$ cat src/rtl/pong_ball_ctrl_if.sv
// Pong ball controller bundle: game inputs toward the sequencer, ball/status toward display.
// Latency: wires only; every output carried here is registered inside the sequencer.
// Backpressure: none; pause is the only stall input and it freezes the sequencer in place.
interface pong_ball_ctrl_if;
  logic       start;
  logic       pause;
  logic [2:0] paddle_x;
  logic [2:0] ball_x;
  logic [2:0] ball_y;
  logic       dir_x;
  logic       dir_y;
  logic       busy;
  logic       endgame;
  logic [3:0] hits;
  logic       step;

  // Game-side driver: owns start/pause/paddle, observes ball and status.
  modport master (
    output start, pause, paddle_x,
    input  ball_x, ball_y, dir_x, dir_y, busy, endgame, hits, step
  );

  // Sequencer side.
  modport slave (
    input  start, pause, paddle_x,
    output ball_x, ball_y, dir_x, dir_y, busy, endgame, hits, step
  );
endinterface

$ cat src/rtl/pong_ball_ctrl.sv
// Pong ball sequencer: moves the ball one cell per TICK_DIV cycles, bounces, counts returns, detects miss.
// Latency: first step TICK_DIV edges after start is sampled; all outputs registered, step pulses the cycle after.
// Backpressure: pause freezes tick counter and ball; a step due on a paused cycle slips to the first unpaused one.
module pong_ball_ctrl #(
  parameter int unsigned TICK_DIV = 4,
  parameter int unsigned SERVE_X  = 3,
  parameter int unsigned SERVE_Y  = 1
) (
  input logic             clk,
  input logic             rst_n,
  pong_ball_ctrl_if.slave bus
);

  typedef enum logic [1:0] {IDLE, RUN, OVER} state_t;

  localparam logic [7:0] TC      = 8'(TICK_DIV - 1);
  localparam logic [2:0] SRV_X   = 3'(SERVE_X);
  localparam logic [2:0] SRV_Y   = 3'(SERVE_Y);
  localparam logic [2:0] TOP_ROW = 3'd1;
  localparam logic [2:0] PAD_ROW = 3'd6;
  localparam logic [2:0] MISS_ROW = 3'd7;

  state_t     state_q, state_d;
  logic [7:0] cnt_q, cnt_d;
  logic [2:0] x_q, x_d;
  logic [2:0] y_q, y_d;
  logic       dx_q, dx_d;
  logic       dy_q, dy_d;
  logic [3:0] hits_q, hits_d;
  logic       step_q, step_d;

  logic       ndx, ndy;
  logic       tc;
  logic       hit;
  logic [3:0] pad_lo, pad_hi, x_ext;

  // Paddle span is compared in 4 bits so paddle_x = 7 covers only column 7 (no wrap to 0).
  assign pad_lo = {1'b0, bus.paddle_x};
  assign pad_hi = pad_lo + 4'd1;
  assign x_ext  = {1'b0, x_q};
  assign hit    = (y_q == PAD_ROW) && (x_ext >= pad_lo) && (x_ext <= pad_hi);
  assign tc     = (cnt_q == TC);

  // Bounce rules: side walls force x direction, top wall forces down, paddle hit on row 6 forces up.
  always_comb begin
    ndx = dx_q;
    ndy = dy_q;
    if (x_q == 3'd1) begin
      ndx = 1'b0;
    end else if (x_q == 3'd6) begin
      ndx = 1'b1;
    end
    if (y_q == TOP_ROW) begin
      ndy = 1'b0;
    end else if (hit) begin
      ndy = 1'b1;
    end
  end

  // Next-state and datapath: serve on start, step on unpaused terminal count, stop on the miss row.
  always_comb begin
    state_d = state_q;
    cnt_d   = cnt_q;
    x_d     = x_q;
    y_d     = y_q;
    dx_d    = dx_q;
    dy_d    = dy_q;
    hits_d  = hits_q;
    step_d  = 1'b0;
    case (state_q)
      IDLE, OVER: begin
        if (state_q == IDLE) begin
          x_d = SRV_X;
          y_d = SRV_Y;
        end
        if (bus.start) begin
          state_d = RUN;
          x_d     = SRV_X;
          y_d     = SRV_Y;
          dx_d    = 1'b0;
          dy_d    = 1'b0;
          hits_d  = 4'd0;
          cnt_d   = 8'd0;
        end
      end
      RUN: begin
        if (!bus.pause) begin
          if (tc) begin
            cnt_d  = 8'd0;
            step_d = 1'b1;
            if (y_q == MISS_ROW) begin
              // Ball already fell past the paddle: freeze everything and end the game.
              state_d = OVER;
            end else begin
              dx_d = ndx;
              dy_d = ndy;
              x_d  = ndx ? (x_q - 3'd1) : (x_q + 3'd1);
              y_d  = ndy ? (y_q - 3'd1) : (y_q + 3'd1);
              if (hit && (hits_q != 4'd15)) begin
                hits_d = hits_q + 4'd1;
              end
            end
          end else begin
            cnt_d = cnt_q + 8'd1;
          end
        end
      end
      default: state_d = IDLE;
    endcase
  end

  // State and datapath registers; reset parks the ball at the serve cell.
  always_ff @(posedge clk or negedge rst_n) begin
    if (!rst_n) begin
      state_q <= IDLE;
      cnt_q   <= 8'd0;
      x_q     <= SRV_X;
      y_q     <= SRV_Y;
      dx_q    <= 1'b0;
      dy_q    <= 1'b0;
      hits_q  <= 4'd0;
      step_q  <= 1'b0;
    end else begin
      state_q <= state_d;
      cnt_q   <= cnt_d;
      x_q     <= x_d;
      y_q     <= y_d;
      dx_q    <= dx_d;
      dy_q    <= dy_d;
      hits_q  <= hits_d;
      step_q  <= step_d;
    end
  end

  assign bus.ball_x  = x_q;
  assign bus.ball_y  = y_q;
  assign bus.dir_x   = dx_q;
  assign bus.dir_y   = dy_q;
  assign bus.hits    = hits_q;
  assign bus.step    = step_q;
  assign bus.busy    = (state_q == RUN);
  assign bus.endgame = (state_q == OVER);

endmodule

$ cat src/flat_wrapper.sv
// flat-port wrapper written by rule: the top's interface ports become plain ports
module pong_ball_ctrl_flat 
#(
  parameter int unsigned TICK_DIV = 4,
  parameter int unsigned SERVE_X  = 3,
  parameter int unsigned SERVE_Y  = 1
)
  (clk, rst_n, bus_start, bus_pause, bus_paddle_x, bus_ball_x, bus_ball_y, bus_dir_x, bus_dir_y, bus_busy, bus_endgame, bus_hits, bus_step);
  pong_ball_ctrl_if bus_i ();
  input logic clk;
  input logic rst_n;
  input wire logic [$bits(bus_i.start)-1:0] bus_start;
  input wire logic [$bits(bus_i.pause)-1:0] bus_pause;
  input wire logic [$bits(bus_i.paddle_x)-1:0] bus_paddle_x;
  output wire logic [$bits(bus_i.ball_x)-1:0] bus_ball_x;
  output wire logic [$bits(bus_i.ball_y)-1:0] bus_ball_y;
  output wire logic [$bits(bus_i.dir_x)-1:0] bus_dir_x;
  output wire logic [$bits(bus_i.dir_y)-1:0] bus_dir_y;
  output wire logic [$bits(bus_i.busy)-1:0] bus_busy;
  output wire logic [$bits(bus_i.endgame)-1:0] bus_endgame;
  output wire logic [$bits(bus_i.hits)-1:0] bus_hits;
  output wire logic [$bits(bus_i.step)-1:0] bus_step;
  assign bus_i.start = bus_start;
  assign bus_i.pause = bus_pause;
  assign bus_i.paddle_x = bus_paddle_x;
  assign bus_ball_x = bus_i.ball_x;
  assign bus_ball_y = bus_i.ball_y;
  assign bus_dir_x = bus_i.dir_x;
  assign bus_dir_y = bus_i.dir_y;
  assign bus_busy = bus_i.busy;
  assign bus_endgame = bus_i.endgame;
  assign bus_hits = bus_i.hits;
  assign bus_step = bus_i.step;
  pong_ball_ctrl #(.TICK_DIV(TICK_DIV), .SERVE_X(SERVE_X), .SERVE_Y(SERVE_Y)) u_core (.clk(clk), .rst_n(rst_n), .bus(bus_i));
endmodule
$ cat config.mk
export PLATFORM = sky130hd
export DESIGN_NAME = pong_ball_ctrl_flat
export DESIGN_NICKNAME = d
export VERILOG_FILES = /design/src/rtl/pong_ball_ctrl_if.sv /design/src/rtl/pong_ball_ctrl.sv /design/src/flat_wrapper.sv
export SDC_FILE = /design/constraint.sdc
export NUM_CORES = 1
export LEC_CHECK = 0
export ABC_AREA = 1
export ABC_CLOCK_PERIOD_IN_PS = 2000
export BUFFER_PORTS_ARGS = -buffer_cell sky130_fd_sc_hd__clkbuf_2
export CAP_MARGIN = 25
export CELL_PAD_IN_SITES_DETAIL_PLACEMENT = 0
export CELL_PAD_IN_SITES_GLOBAL_PLACEMENT = 2
export CORE_ASPECT_RATIO = 1.75
export CORE_UTILIZATION = 34
export CTS_BUF_LIST = sky130_fd_sc_hd__clkbuf_8 sky130_fd_sc_hd__clkbuf_16
export DETAILED_ROUTE_END_ITERATION = 10
export PLACE_DENSITY = 0.82
export SLEW_MARGIN = 20
export SYNTH_ARGS = -nofsm -noshare
export SYNTH_HDL_FRONTEND = slang
export SYNTH_SLANG_ARGS = --single-unit
$ cat constraint.sdc
create_clock -name clk -period 2 [get_ports clk]
set_clock_uncertainty 0.15 [all_clocks]
set_input_delay 0.1 -clock clk [delete_from_list [all_inputs] [get_ports clk]]
set_output_delay 0.1 -clock clk [all_outputs]
set_load 0.01 [all_outputs]
==> results.json, run 1 <==
{
  "multiInputGateArea_um2": 936,
  "yosysTopAreaCellShare_pct": 30.8,
  "ant_nets": 0,
  "drive_above_1_share_pct": 26.1,
  "end_kind": "register",
  "overflow": 0,
  "die_x_um": 54.2,
  "max_freq_mhz": 535,
  "yosysWarnings": 0,
  "synthFlopType": "dfrtp_1",
  "die-area_um2": 5070,
  "nets": 264,
  "yosys-top-cells-count": "43 x nand2_1, 31 x inv_1, 20 x dfrtp_1",
  "rows": 32,
  "synth-seq-cells": 23,
  "fin_tns_setup_ps": 0,
  "drt_iter0_drc": 22,
  "remaining_drc_errors": 0,
  "slew_headroom_pct": 58.0,
  "syn_inst": 201,
  "initial_core_util_pct": 36.2,
  "min_period_over_period_pct": 93.4,
  "worstPathArrival_ps": 1880,
  "first_global_vias": 1354,
  "synthDistinctLibCells": 34,
  "syn_area_um2": 1620,
  "met2_length_um": 2220,
  "h-tree-depth": 1,
  "grt_pass1_wl_um": 6040,
  "crit_path_top_delay_cell": "dfstp_2",
  "outcome": "finished clean",
  "routed.top_layer": "met4",
  "root_buffer": "clkbuf_8",
  "finalSetupViolations": 0,
  "leakagePower_uw": 0.00104,
  "place_hpwl_um": 3010,
  "io_pins": 22,
  "post-route-min-period_ps": 1870,
  "area_delta_synth_final_pct": 22.0,
  "clkTransAtPathRegs_ps": 80,
  "hold_path_class": "primary input to async pin",
  "critical_path_required_ps": 2010,
  "antennaDiodeCount": 0,
  "async_flop_share_pct": 100,
  "clock_latency_ps": 260,
  "clock_path_buffers": 2,
  "power_density_nw_per_um2": 1150,
  "max_stage_delay_ps": 530,
  "place_congestion": 0.694,
  "startpoint_type": "register",
  "routed_wl_um": 3740,
  "path_common_cell": "nand2_1",
  "crit_chain": "inv_1 > ha_4 > nand3_1 > nand2_1 > inv_1 > nand2_1 > nand2_2 > o21ai_2 > nand2_2 > nand2_1 > nand2_1",
  "via_per_inst": 4.70,
  "rsz0062_at_grt": "false",
  "cts_buffers": 3,
  "vias": 1357,
  "core-area_um2": 4480,
  "first_pass_iters": 4,
  "synth-edff-count": 0,
  "yosysSeqAreaShare_pct": 35.7,
  "clock_sinks": 23,
  "cts_tree": "built",
  "critical_path_class": "register to register",
  "grt_max_degree": 24,
  "netlist_top_cells_area": "dfrtp_1 31%, ha_1 14%, nand2_1 9.9%",
  "ir_worst_vdd_v": 0.000624,
  "hold_violations": 0,
  "wl_met1_um": 1420,
  "fillers": 497,
  "path_max_fanout": 4,
  "wl_met3_um": 59,
  "finalPower_uw": 2280,
  "tightestPinTransition_ps": 630,
  "grt_usage_pct": 16.7,
  "final_max_slew_viol_count": 0,
  "numPortBuffers": 21,
  "syn-num-nets": 226,
  "synth_largest_area_cell": "dfrtp_1",
  "seqCellArea_um2": 579,
  "maxCapViolCount": 0,
  "grt_antenna_before_repair": 0,
  "avgSynthCellArea_um2": 8.08,
  "die_y_um": 93.4,
  "wl_per_cell_um": 12.9,
  "synth_most_common_cell": "nand2_1"
}
## cell families after synthesis
| group | after synthesis | synth area share (%) |
|---|---|---|
| simple gates | 93 | 28.2 |
| buf+inv | 38 | 9.25 |
| flops | 23 | 35.7 |
| compound gates | 22 | 9.17 |
| fa+ha+maj | 18 | 13.9 |
| xor+xnor | 6 | 3.24 |
| mux | 1 | 0.616 |
## through the flow
stage          setup slack (ps)  cell area (µm²)  util (%)  hold WS [ps]  std cells
3_3_place_gp               35.4             1860      41.5        -0.784        282
4_1_cts                    8.39             1940      43.2           247        289
3_5_place_dp               24.6             1860      41.5          3.42        282
6_report                    132             1980      44.2           226        289
5_1_grt                    5.07             1980      44.2           291        289
2_1_floorplan              68.5             1620         -          -346        201
## report_power, final
group          total [µW]  switching (µW)  internal [µW]
registers             711             121            590
clock network         290             153            137
logic                1280             770            510
## layer usage
layer | GRT usage (%) | vias to the layer above
li1 | - | 711
met3 | 1.63 | 2
met4 | 5.13 | 0
met5 | 0 | -
met1 | 16.9 | 630
met2 | 32.6 | 14
## sequential cells by signal, indices dropped and copies added, names as in the netlist
name,count
u_core.bus.ball_y,3
u_core.bus.step,1
u_core.bus.hits,4
u_core.cnt_q,8
u_core.bus.dir_x,1
u_core.bus.ball_x,3
u_core.bus.dir_y,1
u_core.state_q,2
## cell usage in the layout, fill, tap and decap left out, types with 3 or more instances in the layout
cell type / synthesis / layout
nand2_1: 43 / 40
ha_1: 18 / 15
nand2_2: 2 / 5
nand3_1: 19 / 19
xnor2_1: 3 / 3
a21oi_1: 3 / 3
nor2_1: 14 / 14
clkbuf_2: 0 / 21
inv_1: 31 / 32
dfstp_2: 3 / 3
o21ai_0: 9 / 9
clkbuf_8: 0 / 3
buf_4: 0 / 8
dlygate4sd3_1: 0 / 3
xor2_1: 3 / 3
inv_2: 3 / 3
nor3b_1: 3 / 3
dfrtp_1: 20 / 20
## layout make-up
type,instances,share of cell area (%)
inverters,38,7.58
well taps,51,3.22
repair buffers,33,10.4
clock buffers,3,2.08
flip-flops and latches,23,29.2
multi-input cells,140,47.3
clock inverters,1,0.190
## worst max-delay path: cells and delay by family, from the launching register on
family | cells | cell delay, ps
adders and majority gates | 1 | 280
buffers and inverters | 2 | 110
DFF | 1 | 530
and+or+nand+nor | 7 | 510
AOI/OAI and AO/OA | 1 | 180
## timing repair
item	CTS	global route
setup endpoints to repair	0	8
endpoints found under the hold margin	22	0
setup buffers	0	0
hold buffers	3	0
gates resized for setup	0	8
## final timing paths
check	end	depth (start not counted)	startpoint	slack [ps]
max	u_core.bus.hits[3]$_DFFE_PN0P_	11	u_core.bus.ball_x[0]$_DFFE_PN1P_	130
min	u_core.state_q[0]$_DFFE_PN0P_	2	rst_n	230
max reg2reg	u_core.bus.hits[3]$_DFFE_PN0P_	11	u_core.bus.ball_x[0]$_DFFE_PN1P_	130
min reg2reg	u_core.bus.hits[1]$_DFFE_PN0P_	2	u_core.bus.hits[1]$_DFFE_PN0P_	400
max in group asynchronous	u_core.bus.ball_y[2]$_DFFE_PN0P_	2	rst_n	1070
min in group clk	u_core.bus.dir_y$_DFFE_PN0P_	9	bus_paddle_x[1]	370
Note: power is estimated with default switching activity, not from simulation.
==> run 2: changes to the inputs <==
--- a/config.mk
+++ b/config.mk
@@ -5,17 +5,16 @@
 export SDC_FILE = /design/constraint.sdc
 export NUM_CORES = 1
 export LEC_CHECK = 0
-export ABC_AREA = 1
 export ABC_CLOCK_PERIOD_IN_PS = 2000
 export BUFFER_PORTS_ARGS = -buffer_cell sky130_fd_sc_hd__clkbuf_2
 export CAP_MARGIN = 25
 export CELL_PAD_IN_SITES_DETAIL_PLACEMENT = 0
 export CELL_PAD_IN_SITES_GLOBAL_PLACEMENT = 2
 export CORE_ASPECT_RATIO = 1.75
-export CORE_UTILIZATION = 34
+export CORE_UTILIZATION = 35
 export CTS_BUF_LIST = sky130_fd_sc_hd__clkbuf_8 sky130_fd_sc_hd__clkbuf_16
 export DETAILED_ROUTE_END_ITERATION = 10
-export PLACE_DENSITY = 0.82
+export PLACE_DENSITY = 0.81
 export SLEW_MARGIN = 20
 export SYNTH_ARGS = -nofsm -noshare
 export SYNTH_HDL_FRONTEND = slang
==> results.json, run 2 <==
{
  "use_met3_pct": 2.04,
  "grt_antenna_before_repair": 0,
  "nets": 243,
  "async_flop_share_pct": 100,
  "yosysTopAreaCellShare_pct": 33.0,
  "clock_latency_ps": 270,
  "place_congestion": 0.759,
  "grt_pass1_wl_um": 6380,
  "remaining_drc_errors": 0,
  "syn-num-nets": 186,
  "end_kind": "register",
  "holdPathEnd": "u_core.bus.dir_x$_DFFE_PN0P_",
  "avgSynthCellArea_um2": 9.41,
  "syn_inst": 161,
  "place_hpwl_um": 3060,
  "vias": 1374,
  "first_pass_iters": 4,
  "cts_buffers": 3,
  "final_common_cell": "buf_4",
  "overflow": 0,
  "routed_wl_um": 3920,
  "critical_path_class": "register to register",
  "hold_depth": 3,
  "synth-seq-cells": 23,
  "yosysWarnings": 0,
  "finalPower_uw": 2460,
  "dpl_cell_area_um2": 1890,
  "power_density_nw_per_um2": 1150,
  "drt_iter0_drc": 22,
  "worstPathArrival_ps": 2130,
  "slew_headroom_pct": 59.0,
  "grt_usage_pct": 19.1,
  "ant_nets": 0,
  "synth_largest_area_cell": "dfrtp_1",
  "clock_sinks": 23,
  "antennaDiodeCount": 0,
  "clock_path_buffers": 2,
  "rr_worst_depth": 9,
  "die_x_um": 51.7,
  "hold_start": "bus_start",
  "grt_max_degree": 24,
  "syn_area_um2": 1520,
  "die_y_um": 89.0,
  "yosysSeqAreaShare_pct": 38.2,
  "final_cell_mix": "30 x buf_4, 21 x clkbuf_2, 20 x dfrtp_1, 15 x nand2_1",
  "startpoint_type": "register",
  "post-route-min-period_ps": 2090,
  "wl_per_cell_um": 14.7,
  "r2r-end": "u_core.bus.hits[0]$_DFFE_PN0P_",
  "rsz0062_at_grt": "true",
  "r2r-start": "u_core.bus.ball_x[0]$_DFFE_PN1P_",
  "synthFlopType": "dfrtp_1",
  "outcome": "finished with violations",
  "max_freq_mhz": 479,
  "area_delta_synth_final_pct": 40.9,
  "top_register": "u_core.cnt_q",
  "finish.utilization_pct": 51.4,
  "met1_usage_pct": 18.1,
  "die-area_um2": 4610,
  "hold_violations": 0,
  "fin_ws_ps": -89.1,
  "tightestPinTransition_ps": 614,
  "clkTransAtPathRegs_ps": 90,
  "io_pins": 22,
  "cts_tree": "built",
  "via_per_inst": 5.17,
  "drive_above_1_share_pct": 39.2,
  "min_period_over_period_pct": 104,
  "design_area_um2": 2130,
  "globalRouteMet2Util_pct": 38.8,
  "fillers": 391,
  "path_max_fanout": 6,
  "synthDistinctLibCells": 43,
  "netlist_top_cells_area": "dfrtp_1 33%, ha_1 15%, dfstp_2 5.2%",
  "synth-edff-count": 0,
  "final_max_slew_viol_count": 0,
  "core-area_um2": 4150,
  "root_buffer": "clkbuf_8",
  "initial_core_util_pct": 36.5,
  "yosys-top-cells-count": "20 x dfrtp_1, 18 x ha_1, 15 x nand2_1",
  "violations": "negative setup slack",
  "critical_path_required_ps": 2040,
  "ir_worst_vdd_v": 0.000692,
  "rows": 31,
  "synth_most_common_cell": "dfrtp_1",
  "hold_path_class": "primary input to register",
  "first_global_vias": 1427,
  "leakagePower_uw": 0.00108,
  "ff2ff_setup_slack_ps": -90,
  "h-tree-depth": 1,
  "largest_register_ffs": 8,
  "maxCapViolCount": 0,
  "numPortBuffers": 21,
  "finalSetupViolations": 7,
  "busiest_layer": "met2"
}
-- run 2: cell count changes in the layout (fill, tap and decap cells not counted), sizes merged, moves of 4 or more --
| cell | before | now |
|---|---|---|
| inv | 36 | 15 |
| a31oi | 0 | 6 |
| buf | 9 | 33 |
| nand2 | 47 | 16 |
| nand3 | 21 | 8 |
| nor2 | 17 | 9 |
| and3 | 0 | 4 |
-- run 2: stage by stage --
stage / hold WS [ps] / worst slack [ps] / cells / setup TNS [ps]
final: 50.5 / -89.1 / 266 / -510
after global routing: 78.6 / -187 / 266 / -1210
after CTS: 52.0 / -113 / 262 / -534
after detailed placement: -13.5 / -172 / 254 / -791
after global placement: -17.9 / -110 / 254 / -367
after floorplan: -346 / -121 / 161 / -259
-- run 2: cells by family (layout without fill, tap and decap cells) --
group / Yosys count / in the layout / synth area share [%]
flops: 23 / 23 / 38.2
fa+ha+maj: 18 / 18 / 14.9
buf+inv: 17 / 73 / 4.21
xor+xnor: 8 / 8 / 4.62
simple gates: 55 / 55 / 20.7
compound gates: 39 / 39 / 16.7
mux: 1 / 1 / 0.661
-- run 2: final cells by class --
class                      instances  area [µm²]  area share, %
multi-input combinational        121        1020           47.8
clock inverter                     1        3.75          0.176
sequential                        23         579           27.1
tap                               49        61.3           2.87
clock buffer                       3        41.3           1.93
inverter                          14        55.1           2.58
timing repair buffer              55         374           17.5
-- run 2: critical path: stages (launching register included) --
cell and delay, ps:
dfstp_2 560, inv_4 50, ha_4 240, and3_4 150
a31oi_4 150, a211oi_2 80, buf_4 170, buf_6 110
a21o_1 170, a31oi_1 180
-- run 2: what timing repair did --
action                                  in CTS  in global routing
endpoints found under the setup margin       9                 11
hold buffers                                 1                  0
buffers inserted                             3                  5
endpoints found under the hold margin       20                  0
resized for setup                            6                 26
pin swaps                                    6                 13
-- run 2: how the worst max path moves through the flow --
stage / from / endpoint / slack (ps) / cells past startpoint
CTS: u_core.bus.ball_x[0]$_DFFE_PN1P_ / u_core.bus.hits[0]$_DFFE_PN0P_ / -110 / 9
global placement: bus_paddle_x[0] / u_core.bus.hits[3]$_DFFE_PN0P_ / -110 / 10
floorplan: u_core.bus.ball_x[0]$_DFFE_PN1P_ / u_core.bus.hits[3]$_DFFE_PN0P_ / -120 / 8
global route: u_core.bus.ball_x[0]$_DFFE_PN1P_ / u_core.bus.hits[0]$_DFFE_PN0P_ / -190 / 9
detailed placement: bus_paddle_x[0] / u_core.bus.hits[3]$_DFFE_PN0P_ / -170 / 10
finish: u_core.bus.ball_x[0]$_DFFE_PN1P_ / u_core.bus.hits[0]$_DFFE_PN0P_ / -90 / 9
-- run 2: layer usage --
layer	routed length [µm]	part of all wire, %
met2	2320	59
met3	75	1.9
met1	1460	37
met5	0	0
met4	62	1.6
-- run 2: power breakdown --
| group | switching [µW] | total, µW | internal (µW) |
|---|---|---|---|
| Sequential | 121 | 730 | 608 |
| Combinational | 696 | 1430 | 734 |
| Clock | 160 | 298 | 138 |
| Total | 977 | 2460 | 1480 |
==> run 3: changes to the inputs <==
--- a/config.mk
+++ b/config.mk
@@ -5,16 +5,16 @@
 export SDC_FILE = /design/constraint.sdc
 export NUM_CORES = 1
 export LEC_CHECK = 0
-export ABC_CLOCK_PERIOD_IN_PS = 2000
+export ABC_CLOCK_PERIOD_IN_PS = 2500
 export BUFFER_PORTS_ARGS = -buffer_cell sky130_fd_sc_hd__clkbuf_2
 export CAP_MARGIN = 25
 export CELL_PAD_IN_SITES_DETAIL_PLACEMENT = 0
 export CELL_PAD_IN_SITES_GLOBAL_PLACEMENT = 2
 export CORE_ASPECT_RATIO = 1.75
-export CORE_UTILIZATION = 35
+export CORE_UTILIZATION = 38
 export CTS_BUF_LIST = sky130_fd_sc_hd__clkbuf_8 sky130_fd_sc_hd__clkbuf_16
 export DETAILED_ROUTE_END_ITERATION = 10
-export PLACE_DENSITY = 0.81
+export PLACE_DENSITY = 0.86
 export SLEW_MARGIN = 20
 export SYNTH_ARGS = -nofsm -noshare
 export SYNTH_HDL_FRONTEND = slang
==> constraint.sdc (replaced) <==
create_clock -name clk -period 2.5 [get_ports clk]
set_clock_uncertainty 0.15 [all_clocks]
set_input_delay 0.125 -clock clk [delete_from_list [all_inputs] [get_ports clk]]
set_output_delay 0.125 -clock clk [all_outputs]
set_load 0.005 [all_outputs]
==> results.json, run 3 (same netlist as run 2, synthesis figures left out) <==
{
  "outcome": "finished clean",
  "critical_path_required_ps": 2510,
  "place_hpwl_um": 2690,
  "dpl_cell_area_um2": 1690,
  "fin_hold_ws_ps": 38.2,
  "root_buffer": "clkbuf_8",
  "grt_pass1_wl_um": 5630,
  "clock_latency_ps": 270,
  "die_y_um": 85.5,
  "path_common_cell": "ha_1",
  "wl_per_cell_um": 14.4,
  "min_period_over_period_pct": 89.9,
  "grt_usage_pct": 17.1,
  "final_cell_mix": "21 x clkbuf_2, 20 x dfrtp_1, 18 x ha_1, 15 x nand2_1, 14 x inv_1",
  "seqCellArea_um2": 579,
  "grt_max_degree": 24,
  "io_pins": 22,
  "crit_chain": "ha_1 > ha_1 > nor4b_1 > and3_2 > a21oi_1 > a211o_1",
  "drive_above_1_share_pct": 19.8,
  "core-area_um2": 3830,
  "max_stage_delay_ps": 420,
  "end_kind": "register",
  "slew_headroom_pct": 58.3,
  "numPortBuffers": 21,
  "finalSetupViolations": 0,
  "design_area_um2": 1750,
  "hold_depth": 3,
  "holdPathEnd": "u_core.state_q[1]$_DFFE_PN0P_",
  "remaining_drc_errors": 0,
  "drt_iter0_drc": 11,
  "vias": 1248,
  "initial_core_util_pct": 39.6,
  "clkTransAtPathRegs_ps": 90,
  "cts_tree": "built",
  "maxCapViolCount": 0,
  "crit_path_top_delay_cell": "dfrtp_1",
  "hold_violations": 0,
  "hold_start": "bus_start",
  "ant_nets": 0,
  "ff2ff_setup_slack_ps": 250,
  "cts_buffers": 3,
  "multiInputGateArea_um2": 872,
  "hold_path_class": "primary input to register",
  "r2r-start": "u_core.bus.ball_y[1]$_DFFE_PN0P_",
  "startpoint_type": "register",
  "clock_sinks": 23,
  "final_common_cell": "clkbuf_2",
  "finalPower_uw": 1510,
  "overflow": 0,
  "fillers": 401,
  "power_density_nw_per_um2": 866,
  "cts_setup_buffers": 0,
  "fin_tns_setup_ps": 0,
  "largest_register_ffs": 8,
  "post-route-min-period_ps": 2250,
  "rr_worst_depth": 6,
  "area_delta_synth_final_pct": 15.4,
  "r2r-end": "u_core.bus.hits[3]$_DFFE_PN0P_",
  "critical_path_class": "register to register",
  "top_register": "u_core.cnt_q",
  "clock_path_buffers": 2,
  "path_max_fanout": 10,
  "leakagePower_uw": 0.000895,
  "die_x_um": 49.7,
  "place_congestion": 0.723,
  "final_max_slew_viol_count": 0,
  "tightestPinTransition_ps": 620,
  "h-tree-depth": 1,
  "antennaDiodeCount": 0,
  "worstPathArrival_ps": 2260,
  "die-area_um2": 4250,
  "rows": 30,
  "ir_worst_vdd_v": 0.000531,
  "rsz0062_at_grt": "false",
  "first_pass_iters": 4,
  "via_per_inst": 5.31,
  "nets": 213,
  "first_global_vias": 1247,
  "max_freq_mhz": 445,
  "routed_wl_um": 3390,
  "grt_antenna_before_repair": 0
}
## run 3: per-stage QoR
stage	instances	util (%)	setup slack (ps)
after floorplan	161	-	188
after global placement	230	44.2	289
after detailed placement	230	44.2	269
after CTS	235	45.7	239
after global routing	235	45.7	116
final	235	45.7	252
## run 3: what timing repair did
item                                   4_1_cts  5_1_grt
gates resized for setup                      0        0
hold buffers                                 1        0
endpoints found under the hold margin       20        0
## run 3: critical path, delay by kind of cell, from the launching register on
kind,cells,cell delay [ps]
DFF,1,420
adders and majority gates,2,430
and+or+nand+nor,2,690
AOI/OAI and AO/OA,2,460
## run 3: layout make-up
cell class	instances	share of cell area (%)
clock buffers	3	2.36
multi-input cells	121	49.9
repair buffers	25	7.87
clock inverters	1	0.286
flip-flops and latches	23	33.1
well taps	48	3.44
inverters	14	3.01
## run 3: report_power, final
group | switching (µW) | internal (µW)
clock network | 123 | 111
logic | 350 | 301
registers | 140 | 488
total | 613 | 900
## run 3: worst max path at each step
| stage | from | end | slack (ps) | cells after the start |
|---|---|---|---|---|
| after detailed placement | u_core.bus.ball_x[0]$_DFFE_PN1P_ | u_core.bus.hits[3]$_DFFE_PN0P_ | 270 | 8 |
| after global placement | u_core.bus.ball_y[1]$_DFFE_PN0P_ | u_core.bus.hits[3]$_DFFE_PN0P_ | 290 | 6 |
| after global routing | u_core.bus.ball_x[0]$_DFFE_PN1P_ | u_core.bus.hits[3]$_DFFE_PN0P_ | 120 | 8 |
| after floorplan | u_core.bus.ball_x[0]$_DFFE_PN1P_ | u_core.bus.hits[3]$_DFFE_PN0P_ | 190 | 8 |
| final | u_core.bus.ball_y[1]$_DFFE_PN0P_ | u_core.bus.hits[3]$_DFFE_PN0P_ | 250 | 6 |
| after CTS | u_core.bus.ball_x[0]$_DFFE_PN1P_ | u_core.bus.hits[3]$_DFFE_PN0P_ | 240 | 8 |
## run 3: layer usage
layer	part of all wire, %	track usage (%)	vias up
met5	0	0	-
met4	1.2	4.68	0
met3	1.6	1.60	4
met2	57	33.9	14
met1	40	18.4	603
li1	-	-	627
